$ cat config.mk
export PLATFORM = sky130hd
export DESIGN_NAME = pwm_duty_sequencer
export DESIGN_NICKNAME = d
export VERILOG_FILES = /design/src/rtl/pwm_duty_sequencer_pkg.sv /design/src/rtl/pwm_duty_sequencer_edge.sv /design/src/rtl/pwm_duty_sequencer.sv
export SDC_FILE = /design/constraint.sdc
export NUM_CORES = 1
export LEC_CHECK = 0
export ABC_AREA = 1
export CAP_MARGIN = 10
export CORE_ASPECT_RATIO = 0.7
export CORE_MARGIN = 2
export CORE_UTILIZATION = 58
export CTS_BUF_LIST = sky130_fd_sc_hd__clkbuf_8
export DETAILED_ROUTE_END_ITERATION = 12
export HOLD_SLACK_MARGIN = 0.02
export PLACE_DENSITY = 0.87
export SYNTH_ARGS = -nofsm -noshare
export SYNTH_HDL_FRONTEND = slang
export SYNTH_SLANG_ARGS = --single-unit
$ cat constraint.sdc
create_clock -name clk -period 4.8 [get_ports clk]
set_input_delay 0.96 -clock clk [delete_from_list [all_inputs] [get_ports clk]]
set_output_delay 0.96 -clock clk [all_outputs]
set_load 0.01 [all_outputs]
$ cat src/rtl/pwm_duty_sequencer_pkg.sv
// Shared definitions for the PWM duty sequencer.
// Holds the FSM state encoding, the duty-level width and the default upper
// duty bound. The bound matches the 10-step PWM core: 0..10 in 10% steps.
package pwm_duty_sequencer_pkg;

  localparam int DUTY_W       = 4;
  localparam int MAX_DUTY_DEF = 10;

  typedef enum logic [1:0] {
    ST_IDLE      = 2'd0,
    ST_HOLD_WAIT = 2'd1,
    ST_REPEAT    = 2'd2,
    ST_RAMP      = 2'd3
  } seq_state_t;

endpackage

$ cat src/rtl/pwm_duty_sequencer_edge.sv
// step_edge_detect: registers a request level and flags its rising edge.
// Ports:
//   clk   - system clock
//   reset - asynchronous, active-high reset (previous sample clears to 0)
//   level - request level, already synchronous to clk
//   rise  - high while level=1 and the previously sampled level was 0
module step_edge_detect (
  input  logic clk,
  input  logic reset,
  input  logic level,
  output logic rise
);

  logic prev_q;

  always_ff @(posedge clk or posedge reset) begin
    if (reset) begin
      prev_q <= 1'b0;
    end else begin
      prev_q <= level;
    end
  end

  // The strobe is combinational so the sequencer samples the edge on the
  // same clock that first sees the new level.
  assign rise = level & ~prev_q;

endmodule

$ cat src/rtl/pwm_duty_sequencer.sv
// pwm_duty_sequencer: drives the step inputs of the 10-step PWM core.
// Button levels become single-cycle step pulses with auto-repeat while held;
// a programmed target duty is approached one step per STEP_CYCLES clocks.
// A shadow copy of the PWM duty level keeps pulses from going past the bounds.
// Ports:
//   clk          - system clock
//   reset        - asynchronous, active-high reset
//   inc_req      - debounced increase-button level
//   dec_req      - debounced decrease-button level
//   target_valid - one-cycle strobe that loads target_duty
//   target_duty  - requested duty level (clamped to MAX_DUTY)
//   inc_pulse    - one-cycle step-up pulse to the PWM
//   dec_pulse    - one-cycle step-down pulse to the PWM
//   duty_level   - shadow duty level
//   busy         - high whenever the sequencer is not idle
//   at_max       - duty_level equals MAX_DUTY
//   at_min       - duty_level equals 0
module pwm_duty_sequencer
  import pwm_duty_sequencer_pkg::*;
#(
  parameter int INITIAL_DUTY  = 5,
  parameter int MAX_DUTY      = MAX_DUTY_DEF,
  parameter int STEP_CYCLES   = 1000,
  parameter int HOLD_CYCLES   = 50000,
  parameter int REPEAT_CYCLES = 20000,
  parameter int CNT_W         = 16
) (
  input  logic              clk,
  input  logic              reset,
  input  logic              inc_req,
  input  logic              dec_req,
  input  logic              target_valid,
  input  logic [DUTY_W-1:0] target_duty,
  output logic              inc_pulse,
  output logic              dec_pulse,
  output logic [DUTY_W-1:0] duty_level,
  output logic              busy,
  output logic              at_max,
  output logic              at_min
);

  localparam logic [DUTY_W-1:0] MAX_D       = DUTY_W'(MAX_DUTY);
  localparam logic [DUTY_W-1:0] INIT_D      = DUTY_W'(INITIAL_DUTY);
  localparam logic [CNT_W-1:0]  STEP_LOAD   = CNT_W'(STEP_CYCLES - 1);
  localparam logic [CNT_W-1:0]  HOLD_LOAD   = CNT_W'(HOLD_CYCLES - 1);
  localparam logic [CNT_W-1:0]  REPEAT_LOAD = CNT_W'(REPEAT_CYCLES - 1);

  function automatic logic [DUTY_W-1:0] clamp_duty(input logic [DUTY_W-1:0] d);
    return (d > MAX_D) ? MAX_D : d;
  endfunction

  // Saturating one-level step of the shadow duty.
  function automatic logic [DUTY_W-1:0] step_duty(input logic [DUTY_W-1:0] d,
                                                  input logic              up,
                                                  input logic              dn);
    if (up && (d < MAX_D)) begin
      return d + DUTY_W'(1);
    end else if (dn && (d != '0)) begin
      return d - DUTY_W'(1);
    end
    return d;
  endfunction

  seq_state_t        state_q, state_d;
  logic [CNT_W-1:0]  timer_q, timer_d;
  logic [DUTY_W-1:0] duty_q;
  logic [DUTY_W-1:0] target_q, target_d;
  logic              dir_up_q, dir_up_d;
  logic              inc_pulse_q, dec_pulse_q, busy_q;

  logic              inc_rise, dec_rise;
  logic              both_req, inc_press, dec_press, held, timer_zero;
  logic [DUTY_W-1:0] tgt_in, eff_tgt;
  logic              step_up, step_dn;

  step_edge_detect u_inc_edge (
    .clk   (clk),
    .reset (reset),
    .level (inc_req),
    .rise  (inc_rise)
  );

  step_edge_detect u_dec_edge (
    .clk   (clk),
    .reset (reset),
    .level (dec_req),
    .rise  (dec_rise)
  );

  // Both levels high cancels everything, so a press is only a lone edge.
  assign both_req   = inc_req & dec_req;
  assign inc_press  = inc_rise & ~dec_req;
  assign dec_press  = dec_rise & ~inc_req;
  assign held       = dir_up_q ? inc_req : dec_req;
  assign timer_zero = (timer_q == '0);
  assign tgt_in     = clamp_duty(target_duty);
  // A target written in RAMP takes effect on the same cycle's step decision.
  assign eff_tgt    = target_valid ? tgt_in : target_q;

  always_comb begin
    state_d  = state_q;
    timer_d  = timer_q;
    target_d = target_q;
    dir_up_d = dir_up_q;
    step_up  = 1'b0;
    step_dn  = 1'b0;

    if (both_req) begin
      state_d = ST_IDLE;
    end else if ((inc_press || dec_press) &&
                 ((state_q == ST_IDLE) || (state_q == ST_RAMP))) begin
      // A press from IDLE or mid-ramp steps at once and starts hold timing.
      dir_up_d = inc_press;
      step_up  = inc_press;
      step_dn  = dec_press;
      timer_d  = HOLD_LOAD;
      state_d  = ST_HOLD_WAIT;
    end else begin
      unique case (state_q)
        ST_IDLE: begin
          if (target_valid) begin
            target_d = tgt_in;
            if (tgt_in != duty_q) begin
              timer_d = STEP_LOAD;
              state_d = ST_RAMP;
            end
          end
        end
        ST_HOLD_WAIT, ST_REPEAT: begin
          if (!held) begin
            state_d = ST_IDLE;
          end else if (timer_zero) begin
            step_up = dir_up_q;
            step_dn = ~dir_up_q;
            timer_d = REPEAT_LOAD;
            state_d = ST_REPEAT;
          end else begin
            timer_d = timer_q - CNT_W'(1);
          end
        end
        ST_RAMP: begin
          target_d = eff_tgt;
          if (timer_zero) begin
            step_up = (eff_tgt > duty_q);
            step_dn = (eff_tgt < duty_q);
            if (step_duty(duty_q, step_up, step_dn) == eff_tgt) begin
              state_d = ST_IDLE;
            end else begin
              timer_d = STEP_LOAD;
            end
          end else begin
            timer_d = timer_q - CNT_W'(1);
          end
        end
        default: state_d = ST_IDLE;
      endcase
    end
  end

  // ---- registered control and outputs ----
  always_ff @(posedge clk or posedge reset) begin
    if (reset) begin
      state_q     <= ST_IDLE;
      timer_q     <= '0;
      dir_up_q    <= 1'b0;
      duty_q      <= INIT_D;
      inc_pulse_q <= 1'b0;
      dec_pulse_q <= 1'b0;
      busy_q      <= 1'b0;
    end else begin
      state_q     <= state_d;
      timer_q     <= timer_d;
      dir_up_q    <= dir_up_d;
      duty_q      <= step_duty(duty_q, step_up, step_dn);
      inc_pulse_q <= step_up && (duty_q < MAX_D);
      dec_pulse_q <= step_dn && (duty_q != '0);
      busy_q      <= (state_d != ST_IDLE);
    end
  end

  always_ff @(posedge clk) begin
    target_q <= target_d;
  end

  assign inc_pulse  = inc_pulse_q;
  assign dec_pulse  = dec_pulse_q;
  assign duty_level = duty_q;
  assign busy       = busy_q;
  assign at_max     = (duty_q == MAX_D);
  assign at_min     = (duty_q == '0);

endmodule
==> summary.md <==
| Metric | Value |
|---|---|
| Outcome | finished, final reports clean |
| Worst-skew pair later-pin latency | between 0.2 and 0.3 ns |
| # H-tree levels | 2 |
| VDD IR-drop max | ~440 uV |
| Total power | just under 2 mW |
| Buffers inserted by post-CTS timing repair | 0 |
| Clock sink total | 32 |
| Horizontal extent of the die | approximately 83 um |
| Initial core utilization | 0.622 |
| Clock tree from TritonCTS | yes |
| Final count of pins violating max slew | 0 |
| CTS Hold Buffers Added | 0 |
| Clock Skews | 0.00669 ns |
| Wirelength, routed | ~5.9 mm |
| HPWL after detailed placement | about 4.4 mm |
| Count of yosys warnings during synthesis | 0 |
| Distinct cells, synth | between 40 and 50 |
| Detailed-route via count | between 2000 and 2500 |
| Post-synthesis net count | about 380 |
| Static leakage | roughly 1.4 nW |
| Top area cells in the synthesized netlist | sky130_fd_sc_hd__dfrtp_1 26%, sky130_fd_sc_hd__nand2_1 13%, sky130_fd_sc_hd__nand3_1 7.2% |
| Instance area after placement | around 0.0027 mm^2 |
| Final Setup Violations | 0 |
| Post-route insts no fill | 430 |
| Routed Antenna Nets | 0 |
| Number of antenna violations at the first check in global routing | 0 |
| Post-synthesis to final-layout area growth | 12.5% |
| Total CTS buffers | 5 |
| Number of cells upsized or downsized after cts | 0 |
| Per-cell routed wire length | ~14 um |
| Maximum capacitance violations | 0 |
| Delay of the slowest cell on the worst path | ~0.58 ns |
| First-pass GRT wire length | between 9 and 10 mm |
| Type of the worst min-delay path | reg -> reg |
| Proportion of synthesized chip area in sequential cells | 0.328 |
| Required time at the endpoint of the critical path | 5.02 ns |
| Placed Instances | between 400 and 500 |
| Share of layout cells above drive strength 1 | 0.0979 |
| Diodes inserted | 0 |
| Endpoint type of the worst setup path | flip-flop |
| Port-buffer cells | 17 |
| Vias per Instance | about 5.6 |
| Series of cell instances along the critical path | clkdlybuf4s50_1, inv_1, o21ai_0, ha_1, nand2_1, inv_2, nand3_1, a21boi_1, nand3_1, nand3_1, nand3_1, nor2_1, nand2_2, o21ai_4, buf_4, nor2_1, a21oi_1 |
| Post-synthesis cell area | between 0.002 and 0.003 mm^2 |
| Final routed DRC violation total | 0 |
| Top Ports | 18 |
| Category of the most critical setup path | in -> reg |
| Maximum number of pins on one net before global-route repair | 33 |
| Worst-case clock buffer depth | 2 |
| Vias in the first global route | around 2000 |
| Dominant cell type by area after synthesis | sky130_fd_sc_hd__dfrtp_1 |
| Core Util, Final | 0.700 |
| Highest clock frequency the design can meet | approximately 0.25 GHz |
| Area of all placed cells without fillers | about 0.0028 mm^2 |
| Number of rows created at floorplan | 19 |
| CP top delay family | compound AO/OA/AOI/OAI gates |
| Tcrit/Tclk final | 0.847 |
| Critical-path top delay cell | sky130_fd_sc_hd__clkdlybuf4s50_1 |
| Routability congestion estimate from global placement | around 0.94 |
| Pwr/cell area | 700 mW/mm^2 |
| Setup crit start kind | input pin |
| Synthesized flop and latch total | 32 |
| Post-route minimum period | 4.07 ns |
| Clk root buf | sky130_fd_sc_hd__clkbuf_8 |
| Buffers & Inverters on Critical Path | 4 |
| Maximum fanout count along the critical path | 32 |
| Accumulated negative setup slack | 0 ns |
| Transition time of the tightest slew-check pin | around 0.85 ns |
| Die Height | approximately 59 um |
| Yosys top cell area share | 0.259 |
| Total track usage | 0.268 |
| Global-route congestion overflow total | 0 |
| Cell repeated most along the worst path | sky130_fd_sc_hd__nand3_1 |
| Arrival @ worst endpoint | between 4 and 5 ns |
| CTS clk-pin slew, worst paths | about 0.060 ns |
| Average size of a mapped cell | between 7 and 8 um^2 |
| Relative slew slack | 0.434 |
| Drt first-iter violations | 234 |
| Floorplan core area | ~0.004 mm^2 |
| Net count, final | roughly 400 |
| Final hold viol count | 0 |
| Post-Synthesis Cells | approximately 360 |
| RSZ-0062 raised after global routing | false |
| Number of detailed-routing iterations run before antenna repair | 5 |
| Area of the die | ~0.005 mm^2 |
[metal layers]
metal | global-route usage | wire length, um | up-vias
met2 | 0.361 | 2340 | 113
met3 | 0.0534 | 507 | 6
met1 | 0.419 | 3000 | 1108
met4 | 0.103 | 47 | 0
met5 | 0 | 0 | -
li1 | - | - | 1202
[per-stage QoR]
step | setup WS (ns) | hold slack [ns]
2_1_floorplan | 1.65 | 0.481
3_3_place_gp | 0.557 | 0.506
3_5_place_dp | 0.535 | 0.503
4_1_cts | 0.815 | 0.519
5_1_grt | 0.410 | 0.547
6_report | 0.733 | 0.514
[cells in the final DEF (no fill, tap or decap), drive strengths merged]
master and instances:
a21boi 1, a21oi 10, a22oi 1, a311oi 1
a31oi 1, and3 1, buf 3, clkbuf 6
clkdlybuf4s50 17, clkinv 1, dfrtp 26, dfstp 2
edfxtp 4, ha 11, inv 54, nand2 96
nand3 39, nand4 7, nor2 34, nor3 5
nor3b 1, nor4 3, o2111ai 2, o211ai 1
o21ai 33, o22ai 2, o31ai 1, or2 1
xnor2 3, xor2 11
[power breakdown]
part,internal (mW),switching (mW),total (mW)
Clock,0.113,0.0992,0.212
Sequential,0.393,0.133,0.526
Combinational,0.445,0.797,1.24
[final timing paths]
path	cells after the start	to	slack, ns	from
worst max-delay path	17	timer_q[15]$_DFFE_PP0P_	0.73	target_valid
worst min-delay path	2	timer_q[1]$_DFFE_PP0P_	0.51	timer_q[1]$_DFFE_PP0P_
worst max register to register	13	duty_level[2]$_DFFE_PP1P_	1.70	state_q[1]$_DFF_PP0_
worst min register to register	2	timer_q[1]$_DFFE_PP0P_	0.51	timer_q[1]$_DFFE_PP0P_
max in group asynchronous	3	duty_level[2]$_DFFE_PP1P_	3.36	reset
min in group asynchronous	2	timer_q[14]$_DFFE_PP0P_	0.93	reset
[cell usage after synthesis]
cell type,instances
sky130_fd_sc_hd__inv_1,45
sky130_fd_sc_hd__nor2_1,29
sky130_fd_sc_hd__nor3_1,4
sky130_fd_sc_hd__xnor2_1,3
sky130_fd_sc_hd__and3_1,1
sky130_fd_sc_hd__a22oi_1,1
sky130_fd_sc_hd__o21ai_0,15
sky130_fd_sc_hd__nor4_1,3
sky130_fd_sc_hd__dfstp_2,2
sky130_fd_sc_hd__o21ai_4,2
sky130_fd_sc_hd__nand3_1,36
sky130_fd_sc_hd__a21oi_1,9
sky130_fd_sc_hd__nand3_4,1
sky130_fd_sc_hd__ha_1,11
sky130_fd_sc_hd__o211ai_1,1
sky130_fd_sc_hd__xor2_1,11
sky130_fd_sc_hd__nor3_2,1
sky130_fd_sc_hd__a21boi_1,1
sky130_fd_sc_hd__buf_4,3
sky130_fd_sc_hd__o22ai_1,2
sky130_fd_sc_hd__o2111ai_1,2
sky130_fd_sc_hd__a311oi_1,1
sky130_fd_sc_hd__nand2_1,90
sky130_fd_sc_hd__buf_2,1
sky130_fd_sc_hd__nand3_2,2
sky130_fd_sc_hd__buf_6,2
sky130_fd_sc_hd__o21ai_1,16
sky130_fd_sc_hd__nor2_2,3
sky130_fd_sc_hd__clkinv_1,1
sky130_fd_sc_hd__nor3b_1,1
sky130_fd_sc_hd__a21oi_2,1
sky130_fd_sc_hd__or2_2,1
sky130_fd_sc_hd__o31ai_1,1
sky130_fd_sc_hd__clkbuf_1,1
sky130_fd_sc_hd__dfrtp_1,26
sky130_fd_sc_hd__nand2_4,1
sky130_fd_sc_hd__nand2_2,5
sky130_fd_sc_hd__nor2_4,2
sky130_fd_sc_hd__inv_2,7
sky130_fd_sc_hd__a31oi_1,1
sky130_fd_sc_hd__nand4_1,7
sky130_fd_sc_hd__edfxtp_1,4
[cell families after synthesis]
logic type,after synthesis,share of synthesized area
AO/OA/AOI/OAI,53,0.126
flip-flops,32,0.328
XOR/XNOR,14,0.0488
buffers and inverters,60,0.101
adder cells (fa/ha/maj),11,0.0548
AND/OR/NAND/NOR,187,0.342
[final cells by class]
type / instances / area (um^2)
Multi-Input combinational cell: 265 / 1440
Fill cell: 302 / 1210
Sequential cell: 32 / 823
Timing Repair Buffer: 20 / 213
Inverter: 53 / 199
Clock buffer: 6 / 82.6
Tap cell: 52 / 65.1
Clock inverter: 2 / 7.51
[worst min-delay path: stages, from the launching register on]
cell and delay, ns:
sky130_fd_sc_hd__dfrtp_1 0.36, sky130_fd_sc_hd__nand2_1 0.06, sky130_fd_sc_hd__o21ai_1 0.06
[sequential cells by signal, indices dropped and copies added (netlist names)]
| register | flops |
|---|---|
| busy | 1 |
| target_q | 4 |
| dir_up_q | 1 |
| state_q | 2 |
| u_inc_edge.prev_q | 1 |
| u_dec_edge.prev_q | 1 |
| dec_pulse | 1 |
| duty_level | 4 |
| timer_q | 16 |
| inc_pulse | 1 |
Note: power is estimated with default switching activity, not from simulation.
